[src/rtl/tt_pad_pkg.sv]
// tt_pad_ctrl shared types: pad modes, FSM states, cfg layout.
// Optional readback is enabled with TT_PAD_CTRL_READBACK_EN.
package tt_pad_pkg;

   typedef enum logic [1:0] {
      PAD_IN    = 2'b00,
      PAD_OUT   = 2'b01,
      PAD_BIDIR = 2'b10,
      PAD_OFF   = 2'b11
   } pad_mode_e;

   typedef enum logic [1:0] {
      IDLE  = 2'd0,
      TURN  = 2'd1,
      APPLY = 2'd2
   } pad_state_e;

   localparam int CFG_W       = 6;
   localparam int CFG_PU      = 0;
   localparam int CFG_PD      = 1;
   localparam int CFG_CS      = 2;
   localparam int CFG_SL      = 3;
   localparam int CFG_MODE_LO = 4;
   localparam int CFG_MODE_HI = 5;

   localparam logic [CFG_W-1:0] CFG_RST = '0;

endpackage

[src/rtl/tt_pad_sync.sv]
// Single-bit multi-flop synchroniser for an asynchronous pad input.
// Depth set by STAGES (2..3), all flops cleared on reset.
module tt_pad_sync #(
   parameter int STAGES = 2
) (
   input  logic clk,
   input  logic rst_n,
   input  logic d_i,
   output logic q_o
);

   logic [STAGES-1:0] sync_q;

   // shift the raw pad value through the synchroniser chain
   always_ff @(posedge clk or negedge rst_n) begin
      if (!rst_n) begin
         sync_q <= '0;
      end else begin
         sync_q <= {sync_q[STAGES-2:0], d_i};
      end
   end

   assign q_o = sync_q[STAGES-1];

endmodule

[src/rtl/tt_pad_ctrl.sv]
// Per-pad config and control for tt_cell_macro_2 IO cells, with OE turnaround.
// Define TT_PAD_CTRL_READBACK_EN to add rd_idx/rd_data config readback.
module tt_pad_ctrl
   import tt_pad_pkg::*;
#(
   parameter  int NUM_PADS    = 8,
   parameter  int TURN_CYCLES = 2,
   parameter  int SYNC_STAGES = 2,
   localparam int IW          = $clog2(NUM_PADS + 1)
) (
   input  logic                clk,
   input  logic                rst_n,
   input  logic                cfg_valid,
   output logic                cfg_ready,
   input  logic [IW-1:0]       cfg_idx,
   input  logic [5:0]          cfg_data,
   input  logic [NUM_PADS-1:0] core_out,
   input  logic [NUM_PADS-1:0] core_oe,
   output logic [NUM_PADS-1:0] core_in,
   output logic                busy,
   output logic [NUM_PADS-1:0] hsig_A,
   output logic [NUM_PADS-1:0] hsig_OE,
   output logic [NUM_PADS-1:0] hsig_IE,
   output logic [NUM_PADS-1:0] hsig_SL,
   output logic [NUM_PADS-1:0] hsig_CS,
   output logic [NUM_PADS-1:0] hsig_PD,
   output logic [NUM_PADS-1:0] hsig_PU,
   input  logic [NUM_PADS-1:0] hsig_Y,
`ifdef TT_PAD_CTRL_READBACK_EN
   input  logic [IW-1:0]       rd_idx,
   output logic [5:0]          rd_data,
`endif
   output logic                hclk_PD,
   output logic                hclk_PU
);

   logic [CFG_W-1:0]    cfg_q [NUM_PADS];
   logic [CFG_W-1:0]    cfg_d [NUM_PADS];
   pad_state_e          state_q, state_d;
   logic [3:0]          cnt_q, cnt_d;
   logic [IW-1:0]       pidx_q, pidx_d;
   logic [CFG_W-1:0]    pdata_q, pdata_d;
   logic                clk_pd_q, clk_pd_d;
   logic                clk_pu_q, clk_pu_d;
   logic [NUM_PADS-1:0] a_q, a_d;
   logic [NUM_PADS-1:0] oe_q, oe_d;
   logic [NUM_PADS-1:0] ie_q, ie_d;
   logic                accept, is_pad, is_clk;
   logic                force_oe;
   logic [1:0]          old_mode, new_mode;

   assign cfg_ready = (state_q == IDLE);
   assign busy      = (state_q != IDLE);
   assign accept    = cfg_valid && cfg_ready;
   assign is_pad    = (cfg_idx < IW'(NUM_PADS));
   assign is_clk    = (cfg_idx == IW'(NUM_PADS));
   assign new_mode  = cfg_data[CFG_MODE_HI:CFG_MODE_LO];

   // current mode of the pad addressed by the incoming write
   always_comb begin
      old_mode = '0;
      for (int i = 0; i < NUM_PADS; i++) begin
         if (cfg_idx == IW'(i)) old_mode = cfg_q[i][CFG_MODE_HI:CFG_MODE_LO];
      end
   end

   // write FSM: clock-pad writes land at once, pad writes go via TURN/APPLY
   always_comb begin
      state_d  = state_q;
      cnt_d    = cnt_q;
      pidx_d   = pidx_q;
      pdata_d  = pdata_q;
      clk_pd_d = clk_pd_q;
      clk_pu_d = clk_pu_q;
      unique case (state_q)
         IDLE: begin
            if (accept && is_clk) begin
               clk_pd_d = cfg_data[CFG_PD];
               clk_pu_d = cfg_data[CFG_PU];
            end else if (accept && is_pad) begin
               pidx_d  = cfg_idx;
               pdata_d = cfg_data;
               if ((new_mode != old_mode) &&
                   (new_mode == PAD_OUT || new_mode == PAD_BIDIR)) begin
                  state_d = TURN;
                  cnt_d   = 4'(TURN_CYCLES - 1);
               end else begin
                  state_d = APPLY;
               end
            end
         end
         TURN: begin
            if (cnt_q == '0) state_d = APPLY;
            else             cnt_d   = cnt_q - 4'd1;
         end
         APPLY:   state_d = IDLE;
         default: state_d = IDLE;
      endcase
   end

   // config array with the pending write merged in during APPLY
   always_comb begin
      for (int i = 0; i < NUM_PADS; i++) begin
         cfg_d[i] = cfg_q[i];
         if (state_q == APPLY && pidx_q == IW'(i)) cfg_d[i] = pdata_q;
      end
   end

   // target pad OE stays low from accept through the end of APPLY
   assign force_oe = (state_d == TURN) || (state_q == TURN);

   // per-pad mode decode into next cell A/OE/IE values
   always_comb begin
      for (int i = 0; i < NUM_PADS; i++) begin
         a_d[i]  = 1'b0;
         oe_d[i] = 1'b0;
         ie_d[i] = 1'b1;
         unique case (pad_mode_e'(cfg_d[i][CFG_MODE_HI:CFG_MODE_LO]))
            PAD_IN:    ;
            PAD_OUT:   begin oe_d[i] = 1'b1; a_d[i] = core_out[i]; end
            PAD_BIDIR: begin oe_d[i] = core_oe[i]; a_d[i] = core_out[i]; end
            PAD_OFF:   ie_d[i] = 1'b0;
            default:   ;
         endcase
         if (force_oe && pidx_d == IW'(i)) oe_d[i] = 1'b0;
      end
   end

   // FSM state, turnaround counter, pending write and clock-pad pulls
   always_ff @(posedge clk or negedge rst_n) begin
      if (!rst_n) begin
         state_q  <= IDLE;
         cnt_q    <= '0;
         pidx_q   <= '0;
         pdata_q  <= CFG_RST;
         clk_pd_q <= 1'b0;
         clk_pu_q <= 1'b0;
      end else begin
         state_q  <= state_d;
         cnt_q    <= cnt_d;
         pidx_q   <= pidx_d;
         pdata_q  <= pdata_d;
         clk_pd_q <= clk_pd_d;
         clk_pu_q <= clk_pu_d;
      end
   end

   // stored per-pad configuration
   always_ff @(posedge clk or negedge rst_n) begin
      if (!rst_n) begin
         for (int i = 0; i < NUM_PADS; i++) cfg_q[i] <= CFG_RST;
      end else begin
         for (int i = 0; i < NUM_PADS; i++) cfg_q[i] <= cfg_d[i];
      end
   end

   // registered cell drive pins
   always_ff @(posedge clk or negedge rst_n) begin
      if (!rst_n) begin
         a_q  <= '0;
         oe_q <= '0;
         ie_q <= '1;
      end else begin
         a_q  <= a_d;
         oe_q <= oe_d;
         ie_q <= ie_d;
      end
   end

   // static pad attributes straight from the config registers
   always_comb begin
      for (int i = 0; i < NUM_PADS; i++) begin
         hsig_SL[i] = cfg_q[i][CFG_SL];
         hsig_CS[i] = cfg_q[i][CFG_CS];
         hsig_PD[i] = cfg_q[i][CFG_PD];
         hsig_PU[i] = cfg_q[i][CFG_PU];
      end
   end

   assign hsig_A  = a_q;
   assign hsig_OE = oe_q;
   assign hsig_IE = ie_q;
   assign hclk_PD = clk_pd_q;
   assign hclk_PU = clk_pu_q;

   for (genvar g = 0; g < NUM_PADS; g++) begin : g_sync
      tt_pad_sync #(.STAGES(SYNC_STAGES)) u_sync (
         .clk   (clk),
         .rst_n (rst_n),
         .d_i   (hsig_Y[g]),
         .q_o   (core_in[g])
      );
   end

`ifdef TT_PAD_CTRL_READBACK_EN
   logic [5:0] rd_q, rd_d;

   // select stored config for readback; unknown index reads 0
   always_comb begin
      rd_d = '0;
      for (int i = 0; i < NUM_PADS; i++) begin
         if (rd_idx == IW'(i)) rd_d = cfg_q[i];
      end
      if (rd_idx == IW'(NUM_PADS)) rd_d = {4'b0, clk_pd_q, clk_pu_q};
   end

   // one-cycle registered readback
   always_ff @(posedge clk or negedge rst_n) begin
      if (!rst_n) rd_q <= '0;
      else        rd_q <= rd_d;
   end

   assign rd_data = rd_q;
`endif

endmodule

[config.mk]
export PLATFORM = sky130hd
export DESIGN_NAME = tt_pad_ctrl
export DESIGN_NICKNAME = d
export VERILOG_FILES = /design/src/rtl/tt_pad_pkg.sv /design/src/rtl/tt_pad_sync.sv /design/src/rtl/tt_pad_ctrl.sv
export SDC_FILE = /design/constraint.sdc
export NUM_CORES = 1
export LEC_CHECK = 0
export CORE_ASPECT_RATIO = 1.1
export CORE_MARGIN = 2
export CORE_UTILIZATION = 46
export CTS_CLUSTER_DIAMETER = 40
export DETAILED_ROUTE_END_ITERATION = 6
export PLACE_DENSITY_LB_ADDON = 0.25
export SETUP_SLACK_MARGIN = 0.5
export SYNTH_ARGS = -nofsm -noshare
export SYNTH_HDL_FRONTEND = slang
export SYNTH_HIERARCHICAL = 1
export SYNTH_SLANG_ARGS = --single-unit
[constraint.sdc]
create_clock -name clk -period 2 [get_ports clk]
set_input_delay 0.4 -clock clk [delete_from_list [all_inputs] [get_ports clk]]
set_output_delay 0.4 -clock clk [all_outputs]
set_load 0.005 [all_outputs]
==> impl_metrics.prom, run 1 <==
# TYPE chip_impl_metric gauge
chip_impl_metric{name="timing.fmax",unit="MHz"} 453
chip_impl_metric{name="final_hold_vio_count",unit=""} 0
chip_impl_metric{name="synthesis.area",unit="um2"} 4760
chip_impl_metric{name="placementRows",unit=""} 38
chip_impl_metric{name="area_delta_synth_final",unit="%"} 48.5
chip_impl_metric{name="clock_insertion_delay_worst_skew",unit="ns"} 0.38
chip_impl_metric{name="die-area",unit="um2"} 11200
chip_impl_metric{name="critPathMaxFanout",unit=""} 8
chip_impl_metric{name="ys_seq_area_share",unit="%"} 55.9
chip_impl_metric{name="post_synth.cell_area_avg",unit="um2"} 12.4
chip_impl_metric{name="worstMarginPinSlew",unit="ns"} 0.555
chip_impl_metric{name="final_critical_path_setup_slack",unit="ns"} -0.206
chip_impl_metric{name="totalPowerFinal",unit="mW"} 8.17
chip_impl_metric{name="report.final.setup_viol",unit=""} 10
chip_impl_metric{name="mappedNetlistNets",unit=""} 446
chip_impl_metric{name="minimum_period_implied_by_the_final_worst_setup_slack",unit="ns"} 2.21
chip_impl_metric{name="drive_above_1_share",unit="%"} 43.3
chip_impl_metric{name="drc",unit=""} 0
chip_impl_metric{name="ff_latch_area",unit="um2"} 2670
chip_impl_info{name="start_kind",value="register"} 1
chip_impl_metric{name="finalCritPeriodShare",unit="%"} 110
chip_impl_metric{name="multi_input_comb_area",unit="um2"} 2340
chip_impl_metric{name="ys_async_sr_fraction",unit="%"} 100
chip_impl_metric{name="crit_path_max_incr_delay",unit="ns"} 0.47
chip_impl_info{name="setup_crit_path_kind",value="reg2reg"} 1
chip_impl_info{name="critical_path_destination",value="hsig_OE[3]"} 1
chip_impl_metric{name="cp_data_arrival_time",unit="ns"} 2.49
chip_impl_metric{name="routed_via_density",unit=""} 5.14
chip_impl_metric{name="route.detailed.wl_per_inst",unit="um"} 17.9
chip_impl_metric{name="synth.yosys.warnings",unit=""} 6
chip_impl_info{name="timing.critical_path.cells",value="mux4_2, a22o_1, or3_4, a41o_4, a311oi_2"} 1
chip_impl_metric{name="relSlewSlack",unit="%"} 62.6
chip_impl_metric{name="grt_overflow",unit=""} 0
chip_impl_info{name="endpoint_kind",value="register"} 1
chip_impl_metric{name="routabilityCongestion",unit=""} 0.930
chip_impl_metric{name="p_leak",unit="nW"} 3.51
chip_impl_metric{name="grt_max_degree",unit=""} 39
chip_impl_metric{name="track_usage",unit="%"} 20.6
chip_impl_info{name="synth-main-ff-cell",value="dfrtp_1"} 1
chip_impl_info{name="crit_path_start",value="cfg_q[34]"} 1
chip_impl_metric{name="netlist_instances",unit=""} 383
chip_impl_metric{name="slew_violations",unit=""} 0
chip_impl_info{name="most_frequent_cells_in_the_layout",value="dfrtp_1, dlygate4sd2_1, mux2_4"} 1
chip_impl_metric{name="postLayoutCoreUtil",unit="%"} 70.8
chip_impl_metric{name="synthDistinctLibCells",unit=""} 46
chip_impl_info{name="crit-reg2reg-capture",value="hsig_OE[3]"} 1
chip_impl_info{name="worst_hold_path_type",value="reg2reg"} 1
chip_impl_metric{name="fp.dieH",unit="um"} 111
chip_impl_metric{name="drtPass1Iterations",unit=""} 4
chip_impl_metric{name="clockBufferDepth",unit=""} 2
chip_impl_metric{name="nets",unit=""} 591
chip_impl_metric{name="reg2reg_setup_slack",unit="ns"} -0.21
chip_impl_info{name="grt_setup_unrepaired",value="yes"} 1
chip_impl_metric{name="place.port_buffers",unit=""} 104
chip_impl_info{name="worst_r2r_startpoint",value="cfg_q[34]"} 1
chip_impl_metric{name="path_clk_slew",unit="ns"} 0.10
chip_impl_metric{name="ff_to_ff_path_depth",unit=""} 5
chip_impl_metric{name="numClockSinks",unit=""} 106
chip_impl_metric{name="dr_total_vias",unit=""} 3361
chip_impl_metric{name="tritoncts.num_buffers",unit=""} 9
chip_impl_metric{name="start_util",unit="%"} 47.7
chip_impl_metric{name="horizontal_die_dimension",unit="um"} 101
chip_impl_metric{name="wl_final",unit="mm"} 11.7
chip_impl_metric{name="io_pins",unit=""} 105
chip_impl_metric{name="antenna_found_initial",unit=""} 1
chip_impl_info{name="layout_commonest_cell",value="dfrtp_1"} 1
chip_impl_metric{name="fin_worst_skew",unit="ns"} 0.00971
chip_impl_metric{name="ir_drop",unit="mV"} 0.615
chip_impl_metric{name="timing.max_cap.violations",unit=""} 0
chip_impl_metric{name="wire_length_of_the_first_global_routing_pass",unit="mm"} 17.7
chip_impl_metric{name="synth_edf_count",unit=""} 0
chip_impl_metric{name="drt-initial-drc-count",unit=""} 121
chip_impl_metric{name="placement.setup.worst_slack",unit="ns"} -0.861
chip_impl_metric{name="layout.filler_cells",unit=""} 698
chip_impl_metric{name="setup-tns-final",unit="ns"} -1.39
chip_impl_metric{name="pwr_density_cell",unit="nW/um2"} 1150
chip_impl_info{name="cts_tree",value="done"} 1
chip_impl_metric{name="detailed_placement_hpwl",unit="mm"} 7.61
chip_impl_info{name="critical_path.slowest_cell",value="mux4_2"} 1
chip_impl_metric{name="design.core.area",unit="um2"} 9980
chip_impl_metric{name="vias_in_the_first_global_route",unit=""} 3421
chip_impl_metric{name="final_antenna_net_count",unit=""} 0
chip_impl_info{name="run_status",value="finished, violations left"} 1
chip_impl_metric{name="hold_slack",unit="ns"} 0.355
chip_impl_metric{name="timing.critical_path.required",unit="ns"} 2.28
chip_impl_metric{name="cts-htree-levels",unit=""} 3
chip_impl_metric{name="synth-seq-cells",unit=""} 106
chip_impl_info{name="ctsRootBufferMaster",value="clkbuf_8"} 1
chip_impl_info{name="violations_in_the_final_reports",value="negative setup slack"} 1
[stage by stage]
| step | cell area [um2] | instances |
|---|---|---|
| after floorplan | 4840 | 383 |
| after global placement | 6010 | 603 |
| after detailed placement | 6010 | 603 |
| after CTS | 6720 | 635 |
| after global routing | 7070 | 653 |
| final | 7070 | 654 |
[cell families (layout without fill, tap and decap cells)]
family | Yosys count | in the layout | synth area share [%]
fa+ha+maj | 26 | 26 | 6.83
flops | 106 | 106 | 55.9
mux | 57 | 57 | 13.9
xor+xnor | 2 | 2 | 0.368
compound gates | 33 | 33 | 5.23
buf+inv | 73 | 223 | 8.49
other cells | 0 | 1 | 0
simple gates | 86 | 86 | 9.28
[state kept, by name (all words and copies together) (netlist names), 6 cells and up]
| register | flops |
|---|---|
| cfg_q | 16 |
| g_sync.u_sync/sync_q | 16 |
| hsig_A | 8 |
| hsig_CS | 8 |
| hsig_IE | 8 |
| hsig_OE | 8 |
| hsig_PD | 8 |
| hsig_PU | 8 |
| hsig_SL | 8 |
| pdata_q | 6 |
[synth_stat cells (2+ instances only)]
master | number | area, um2
mux2_2 | 49 | 552
a21oi_1 | 9 | 45.0
dfrtp_1 | 98 | 2450
ha_1 | 26 | 325
nand3b_1 | 2 | 15.0
nand2_1 | 34 | 128
nand2b_1 | 7 | 43.8
o21ai_0 | 3 | 15.0
or3b_2 | 2 | 17.5
nor3_1 | 2 | 10.0
o31ai_1 | 2 | 15.0
a21boi_0 | 3 | 22.5
clkbuf_1 | 5 | 18.8
and2_1 | 6 | 37.5
a311oi_1 | 7 | 61.3
mux2i_1 | 6 | 60.1
nor2b_1 | 7 | 43.8
and3_1 | 2 | 12.5
o22ai_1 | 2 | 12.5
nor2_1 | 10 | 37.5
nor4_1 | 3 | 18.8
buf_4 | 32 | 240
buf_2 | 2 | 10.0
dfstp_2 | 8 | 210
inv_1 | 32 | 120
nand3_1 | 4 | 20.0
[metal layers]
layer | GRT usage [%] | vias up | share of wire (%)
met4 | 8.65 | 0 | 2.9
met5 | 0 | - | 0
li1 | - | 1546 | -
met1 | 26.8 | 1701 | 42
met3 | 4.98 | 23 | 4.6
met2 | 32.9 | 91 | 50
[power by group]
group	total (mW)	switching (mW)	internal, mW
Sequential	3.32	0.568	2.76
Clock	1.21	0.723	0.489
Combinational	3.63	1.58	2.05
[worst min path at each step]
stage                               start                         end  slack [ns]  depth (start not counted)
2_1_floorplan                       rst_n                   cfg_q[10]        0.10                          0
3_3_place_gp   g_sync[6].u_sync/sync_q[0]  g_sync[6].u_sync/sync_q[1]        0.33                          0
3_5_place_dp   g_sync[6].u_sync/sync_q[0]  g_sync[6].u_sync/sync_q[1]        0.33                          0
4_1_cts        g_sync[7].u_sync/sync_q[0]  g_sync[7].u_sync/sync_q[1]        0.36                          0
5_1_grt        g_sync[6].u_sync/sync_q[0]  g_sync[6].u_sync/sync_q[1]        0.36                          0
6_report       g_sync[6].u_sync/sync_q[0]  g_sync[6].u_sync/sync_q[1]        0.35                          0
[critical path: cells and delay by family (launching register included)]
family          cells  cell delay [ns]
mux                 1             0.47
compound gates      3             0.82
simple gates        1             0.38
flops               1             0.45
[area by class of cell]
cell class	instances	share of cell area, %
sequential	106	37.7
multi-input combinational	204	33.1
timing repair buffer	175	22.9
tap	120	2.12
clock buffer	12	2.05
inverter	32	1.70
clock inverter	4	0.372
antenna	1	0.0354
[what timing repair did]
action                     in CTS  in global routing
cloned                          0                  0
hold buffers                    1                  0
hold endpoints to repair       28                  0
gates resized for setup       230                 53
setup endpoints to repair     137                 83
pin swaps                      17                 20
buffers inserted               15                 18
No activity file was read; power rests on OpenSTA's default activity.
==> inputs of run 2 (changes only) <==
CORE_ASPECT_RATIO = unset   (was 1.1)
==> run 2 against run 1 <==
  * The run still ends with negative setup slack left
  * Maximum frequency rose by 1.5%
  * Non-clock buffer count is 9 higher
  * Final area up 1.1%
  * Highest routed layer unchanged
==> impl_metrics.prom, run 2 (synthesized netlist as in run 1, its figures left out) <==
# TYPE chip_impl_metric gauge
chip_impl_info{name="run_status",value="finished, violations left"} 1
chip_impl_info{name="violations_in_the_final_reports",value="negative setup slack"} 1
chip_impl_metric{name="clock_insertion_delay_worst_skew",unit="ns"} 0.37
chip_impl_metric{name="pwr_density_cell",unit="nW/um2"} 1170
chip_impl_metric{name="timing.fmax",unit="MHz"} 460
chip_impl_metric{name="area_delta_synth_final",unit="%"} 50.1
chip_impl_metric{name="grt_overflow",unit=""} 0
chip_impl_metric{name="postLayoutCoreUtil",unit="%"} 70.2
chip_impl_metric{name="fp.dieH",unit="um"} 106
chip_impl_metric{name="totalPowerFinal",unit="mW"} 8.35
chip_impl_metric{name="tritoncts.num_buffers",unit=""} 9
chip_impl_info{name="cts_tree",value="done"} 1
chip_impl_metric{name="design.core.area",unit="um2"} 10200
chip_impl_metric{name="crit_path_max_incr_delay",unit="ns"} 0.49
chip_impl_metric{name="timing.max_cap.violations",unit=""} 0
chip_impl_info{name="biggestRegsByFlops",value="cfg_q x16, g_sync.u_sync/sync_q x16"} 1
chip_impl_metric{name="vias_in_the_first_global_route",unit=""} 3540
chip_impl_metric{name="relSlewSlack",unit="%"} 63.3
chip_impl_metric{name="cts-htree-levels",unit=""} 3
chip_impl_info{name="grt_setup_unrepaired",value="yes"} 1
chip_impl_info{name="worst_hold_path_type",value="reg2reg"} 1
chip_impl_metric{name="worstMarginPinSlew",unit="ns"} 0.546
chip_impl_metric{name="io_pins",unit=""} 105
chip_impl_info{name="layout_commonest_cell",value="dfrtp_1"} 1
chip_impl_metric{name="fin_worst_skew",unit="ns"} 0.0130
chip_impl_metric{name="routed_via_density",unit=""} 5.02
chip_impl_metric{name="dr_total_vias",unit=""} 3405
chip_impl_metric{name="finalCritPeriodShare",unit="%"} 109
chip_impl_metric{name="die-area",unit="um2"} 11200
chip_impl_metric{name="dpl-instance-area",unit="um2"} 6090
chip_impl_info{name="critical_path.slowest_cell",value="mux4_2"} 1
chip_impl_metric{name="path_clk_slew",unit="ns"} 0.11
chip_impl_metric{name="ir_drop",unit="mV"} 0.600
chip_impl_metric{name="report.final.setup_viol",unit=""} 10
chip_impl_metric{name="num_antenna_cells",unit=""} 0
chip_impl_metric{name="numClockSinks",unit=""} 106
chip_impl_metric{name="start_util",unit="%"} 46.7
chip_impl_metric{name="place.port_buffers",unit=""} 104
chip_impl_metric{name="drtPass1Iterations",unit=""} 4
chip_impl_metric{name="timing.critical_path.required",unit="ns"} 2.28
chip_impl_metric{name="critical_path.n_buffers_inverters",unit=""} 0
chip_impl_info{name="most_frequent_cells_in_the_layout",value="dfrtp_1, dlygate4sd2_1, mux2_4"} 1
chip_impl_metric{name="slew_violations",unit=""} 0
chip_impl_metric{name="clockBufferDepth",unit=""} 2
chip_impl_metric{name="routabilityCongestion",unit=""} 0.909
chip_impl_metric{name="horizontal_die_dimension",unit="um"} 106
chip_impl_metric{name="drive_above_1_share",unit="%"} 43.9
chip_impl_metric{name="wl_final",unit="mm"} 11.8
chip_impl_info{name="endpoint_kind",value="register"} 1
chip_impl_metric{name="cp_data_arrival_time",unit="ns"} 2.46
chip_impl_metric{name="final_hold_vio_count",unit=""} 0
chip_impl_metric{name="grt_max_degree",unit=""} 39
chip_impl_info{name="timing.critical_path.cells",value="mux4_2, a22o_1, or3_1, a41o_4, a311oi_1"} 1
chip_impl_info{name="ctsRootBufferMaster",value="clkbuf_8"} 1
chip_impl_metric{name="antenna_found_initial",unit=""} 0
chip_impl_metric{name="drt-initial-drc-count",unit=""} 173
chip_impl_metric{name="p_leak",unit="nW"} 3.55
chip_impl_info{name="cp_top_family",value="compound AO/OA/AOI/OAI gates"} 1
chip_impl_metric{name="final_antenna_net_count",unit=""} 0
chip_impl_metric{name="minimum_period_implied_by_the_final_worst_setup_slack",unit="ns"} 2.17
chip_impl_info{name="start_kind",value="register"} 1
chip_impl_metric{name="detailed_placement_hpwl",unit="mm"} 7.69
chip_impl_info{name="setup_crit_path_kind",value="reg2reg"} 1
chip_impl_metric{name="track_usage",unit="%"} 20.9
chip_impl_metric{name="placementRows",unit=""} 37
chip_impl_metric{name="critPathMaxFanout",unit=""} 8
chip_impl_metric{name="final_critical_path_setup_slack",unit="ns"} -0.174
chip_impl_metric{name="nets",unit=""} 600
chip_impl_metric{name="wire_length_of_the_first_global_routing_pass",unit="mm"} 18.2
chip_impl_metric{name="route.detailed.wl_per_inst",unit="um"} 17.4
chip_impl_metric{name="postLayoutCellArea",unit="um2"} 7150
chip_impl_metric{name="setup-tns-final",unit="ns"} -1.33
chip_impl_metric{name="drc",unit=""} 0
[run 2: cell count changes in the layout (fill, tap and decap cells not counted), moves of 3 or more]
cell	previous run	this run
nand2_2	0	5
nand2_1	27	22
mux2_2	3	6
buf_4	32	40
buf_6	36	39
mux2_4	46	43
[run 2: metal layers]
layer,GRT usage (%),up-vias,wire (um)
li1,-,1571,-
met5,0,-,0
met4,6.58,0,146
met2,35.7,94,6090
met1,27.4,1725,5100
met3,3.40,15,486
[run 2: metrics by stage]
step                hold WS, ns  std cells  worst slack (ns)
floorplan                 0.104        383            -0.170
global placement          0.332        628            -0.695
detailed placement        0.335        628            -0.800
CTS                       0.360        663            -0.105
global route              0.373        678            -0.212
finish                    0.358        678            -0.174
[run 2: what timing repair did]
action                                  4_1_cts  5_1_grt
endpoints found under the hold margin         2        0
gates cloned                                  1        0
pin swaps                                    12       11
resized for setup                           223       47
setup buffers                                17       15
endpoints found under the setup margin      145       87
hold buffers                                  1        0
[run 2: final cells by class]
type                       instances  area [um2]
fill                             736        3040
clock buffer                       9         124
sequential                       106        2670
tap                              136         170
inverter                          32         120
timing repair buffer             184        1690
multi-input combinational        204        2290
clock inverter                     7        86.3
[run 2: report_power, final]
| part | internal (mW) | switching (mW) |
|---|---|---|
| registers | 2.76 | 0.574 |
| clock network | 0.603 | 0.786 |
| logic | 2.05 | 1.58 |
| total | 5.41 | 2.94 |
[run 2: worst paths after layout]
check	start	to	slack, ns	depth (start not counted)
min reg2reg	g_sync[7].u_sync/sync_q[0]	g_sync[7].u_sync/sync_q[1]	0.36	0
max in group asynchronous	rst_n	hsig_IE[6]	0.79	3
min	g_sync[7].u_sync/sync_q[0]	g_sync[7].u_sync/sync_q[1]	0.36	0
min in group asynchronous	rst_n	hsig_CS[2]	0.52	2
max reg2reg	cfg_q[34]	hsig_OE[2]	-0.17	5
max	cfg_q[34]	hsig_OE[2]	-0.17	5
==> inputs of run 3 (changes only) <==
PLACE_DENSITY = 0.77   (was unset)
PLACE_DENSITY_LB_ADDON = unset   (was 0.25)
==> run 3 against run 2 <==
  * The flow still finishes with violations (negative setup slack)
  * Count of clock-buffer cells in the layout did not move
  * Final area shrank 1.9%
  * Register-to-register slack better by 0.11 ns
  * Clock skew increased by 0.0040 ns
  * Sequential cell count unchanged
  * Final cell count fell by 1.0%
  * Via count decreased by 1.6%
  * Sequential power is essentially flat
  * Wire length fell by 3.3%
  * Critical endpoint is now hsig_OE[3]
  * Largest power group unchanged
  * Highest routed layer unchanged
==> impl_metrics.prom, run 3 (synthesized netlist as in run 1, its figures left out) <==
# TYPE chip_impl_metric gauge
chip_impl_info{name="run_status",value="finished, violations left"} 1
chip_impl_metric{name="nets",unit=""} 593
chip_impl_metric{name="placement.setup.worst_slack",unit="ns"} -0.766
chip_impl_info{name="setup_crit_path_kind",value="reg2reg"} 1
chip_impl_metric{name="cts-htree-levels",unit=""} 3
chip_impl_metric{name="timing.critical_path.required",unit="ns"} 2.28
chip_impl_info{name="worst_hold_path_type",value="reg2reg"} 1
chip_impl_metric{name="clockBufferDepth",unit=""} 2
chip_impl_metric{name="drt-initial-drc-count",unit=""} 89
chip_impl_metric{name="wl_final",unit="mm"} 11.4
chip_impl_metric{name="pwr_density_cell",unit="nW/um2"} 1160
chip_impl_metric{name="vias_in_the_first_global_route",unit=""} 3489
chip_impl_metric{name="hold_slack",unit="ns"} 0.360
chip_impl_metric{name="cp_data_arrival_time",unit="ns"} 2.34
chip_impl_metric{name="routabilityCongestion",unit=""} 0.907
chip_impl_metric{name="ff_to_ff_path_depth",unit=""} 5
chip_impl_metric{name="finalCritPeriodShare",unit="%"} 103
chip_impl_metric{name="grt_overflow",unit=""} 0
chip_impl_metric{name="io_pins",unit=""} 105
chip_impl_info{name="timing.critical_path.cells",value="mux4_2, a22o_1, or3_1, a41o_4, a311oi_2"} 1
chip_impl_metric{name="worstMarginPinSlew",unit="ns"} 0.480
chip_impl_metric{name="totalPowerFinal",unit="mW"} 8.16
chip_impl_metric{name="fp.dieH",unit="um"} 106
chip_impl_metric{name="final_critical_path_setup_slack",unit="ns"} -0.0624
chip_impl_metric{name="die-area",unit="um2"} 11200
chip_impl_metric{name="slew_violations",unit=""} 0
chip_impl_info{name="start_kind",value="register"} 1
chip_impl_metric{name="p_leak",unit="nW"} 3.51
chip_impl_metric{name="relSlewSlack",unit="%"} 67.6
chip_impl_info{name="cts_tree",value="done"} 1
chip_impl_metric{name="placementRows",unit=""} 37
chip_impl_metric{name="tritoncts.num_buffers",unit=""} 9
chip_impl_metric{name="hold-path-cell-count",unit=""} 0
chip_impl_metric{name="routed_via_density",unit=""} 4.99
chip_impl_metric{name="dr_total_vias",unit=""} 3351
chip_impl_metric{name="detailed_placement_hpwl",unit="mm"} 7.89
chip_impl_metric{name="drc",unit=""} 0
chip_impl_metric{name="report.final.setup_viol",unit=""} 8
chip_impl_metric{name="drtPass1Iterations",unit=""} 4
chip_impl_metric{name="postLayoutCoreUtil",unit="%"} 68.8
chip_impl_info{name="layout_commonest_cell",value="dfrtp_1"} 1
chip_impl_metric{name="crit_path_max_incr_delay",unit="ns"} 0.47
chip_impl_metric{name="num_antenna_cells",unit=""} 0
chip_impl_metric{name="timing.max_cap.violations",unit=""} 0
chip_impl_metric{name="start_util",unit="%"} 46.7
chip_impl_metric{name="antenna_found_initial",unit=""} 0
chip_impl_metric{name="grt_max_degree",unit=""} 48
chip_impl_info{name="critical_path.slowest_cell",value="mux4_2"} 1
chip_impl_metric{name="drive_above_1_share",unit="%"} 42.4
chip_impl_metric{name="design.core.area",unit="um2"} 10200
chip_impl_info{name="most_frequent_cells_in_the_layout",value="dfrtp_1, dlygate4sd2_1, mux2_4"} 1
chip_impl_metric{name="fin_worst_skew",unit="ns"} 0.0170
chip_impl_metric{name="critPathMaxFanout",unit=""} 8
chip_impl_info{name="biggestRegsByFlops",value="cfg_q x16, g_sync.u_sync/sync_q x16"} 1
chip_impl_metric{name="final_antenna_net_count",unit=""} 0
chip_impl_metric{name="wire_length_of_the_first_global_routing_pass",unit="mm"} 17.8
chip_impl_metric{name="final_hold_vio_count",unit=""} 0
chip_impl_metric{name="minimum_period_implied_by_the_final_worst_setup_slack",unit="ns"} 2.06
chip_impl_metric{name="numClockSinks",unit=""} 106
chip_impl_metric{name="horizontal_die_dimension",unit="um"} 106
chip_impl_metric{name="area_delta_synth_final",unit="%"} 47.2
chip_impl_metric{name="timing.fmax",unit="MHz"} 485
chip_impl_metric{name="clock_insertion_delay_worst_skew",unit="ns"} 0.37
chip_impl_info{name="grt_setup_unrepaired",value="yes"} 1
chip_impl_metric{name="track_usage",unit="%"} 20.5
chip_impl_info{name="endpoint_kind",value="register"} 1
chip_impl_metric{name="setup-tns-final",unit="ns"} -0.291
chip_impl_metric{name="place.port_buffers",unit=""} 104
chip_impl_metric{name="route.detailed.wl_per_inst",unit="um"} 17.0
chip_impl_metric{name="ir_drop",unit="mV"} 0.662
chip_impl_metric{name="path_clk_slew",unit="ns"} 0.11
chip_impl_info{name="violations_in_the_final_reports",value="negative setup slack"} 1
chip_impl_info{name="ctsRootBufferMaster",value="clkbuf_8"} 1
run 3: cell types whose count changed in the layout (fill, tap and decap cells not counted), sizes merged:
cell	previous run	this run
buf	89	83
bufinv	1	0
inv	35	36
clkdlybuf4s15	1	4
dlygate4sd2	61	58
clkbuf	10	9
run 3: cell type report:
class,count,area [um2]
fillers,731,3180
flip-flops and latches,106,2670
multi-input cells,204,2250
repair buffers,177,1610
well taps,136,170
clock buffers,9,124
inverters,32,120
clock inverters,7,68.8
run 3: worst paths after layout:
| path | from | to | slack, ns |
|---|---|---|---|
| max in group asynchronous | rst_n | hsig_IE[5] | 0.90 |
| hold / removal | g_sync[3].u_sync/sync_q[0] | g_sync[3].u_sync/sync_q[1] | 0.36 |
| setup reg to reg | cfg_q[22] | hsig_OE[3] | -0.06 |
| setup / recovery | cfg_q[22] | hsig_OE[3] | -0.06 |
| min in group asynchronous | rst_n | hsig_SL[2] | 0.47 |
| hold reg to reg | g_sync[3].u_sync/sync_q[0] | g_sync[3].u_sync/sync_q[1] | 0.36 |
run 3: critical path, delay by kind of cell, from the launching register on:
family,cells,cell delay [ns]
AND/OR/NAND/NOR,1,0.32
multiplexers,1,0.47
flip-flops,1,0.45
AO/OA/AOI/OAI,3,0.73
run 3: what timing repair did:
action                     CTS  global route
resized for setup          177            86
setup buffers               15            18
setup endpoints to repair  144            83
cloned                       0             0
hold buffers                 1             0
pin swaps                   12            24
hold endpoints to repair    26             0
run 3: stage by stage:
stage          cells  instance area, um2
4_1_cts          653                6540
2_1_floorplan    383                4840
3_5_place_dp     621                6040
5_1_grt          671                7010
3_3_place_gp     621                6040
6_report         671                7010
run 3: report_power, final:
group          switching [mW]  leakage [nW]  internal [mW]  total, mW
Clock                   0.812        0.0980          0.487       1.30
Sequential              0.550          1.35           2.76       3.31
Combinational            1.54          2.06           2.01       3.55
run 3: per-layer routing:
layer  global-route usage, %  routed length (um)
met5                       0                   0
met1                    26.5                4980
met2                    34.9                5800
met4                    6.02                 153
met3                    4.02                 502
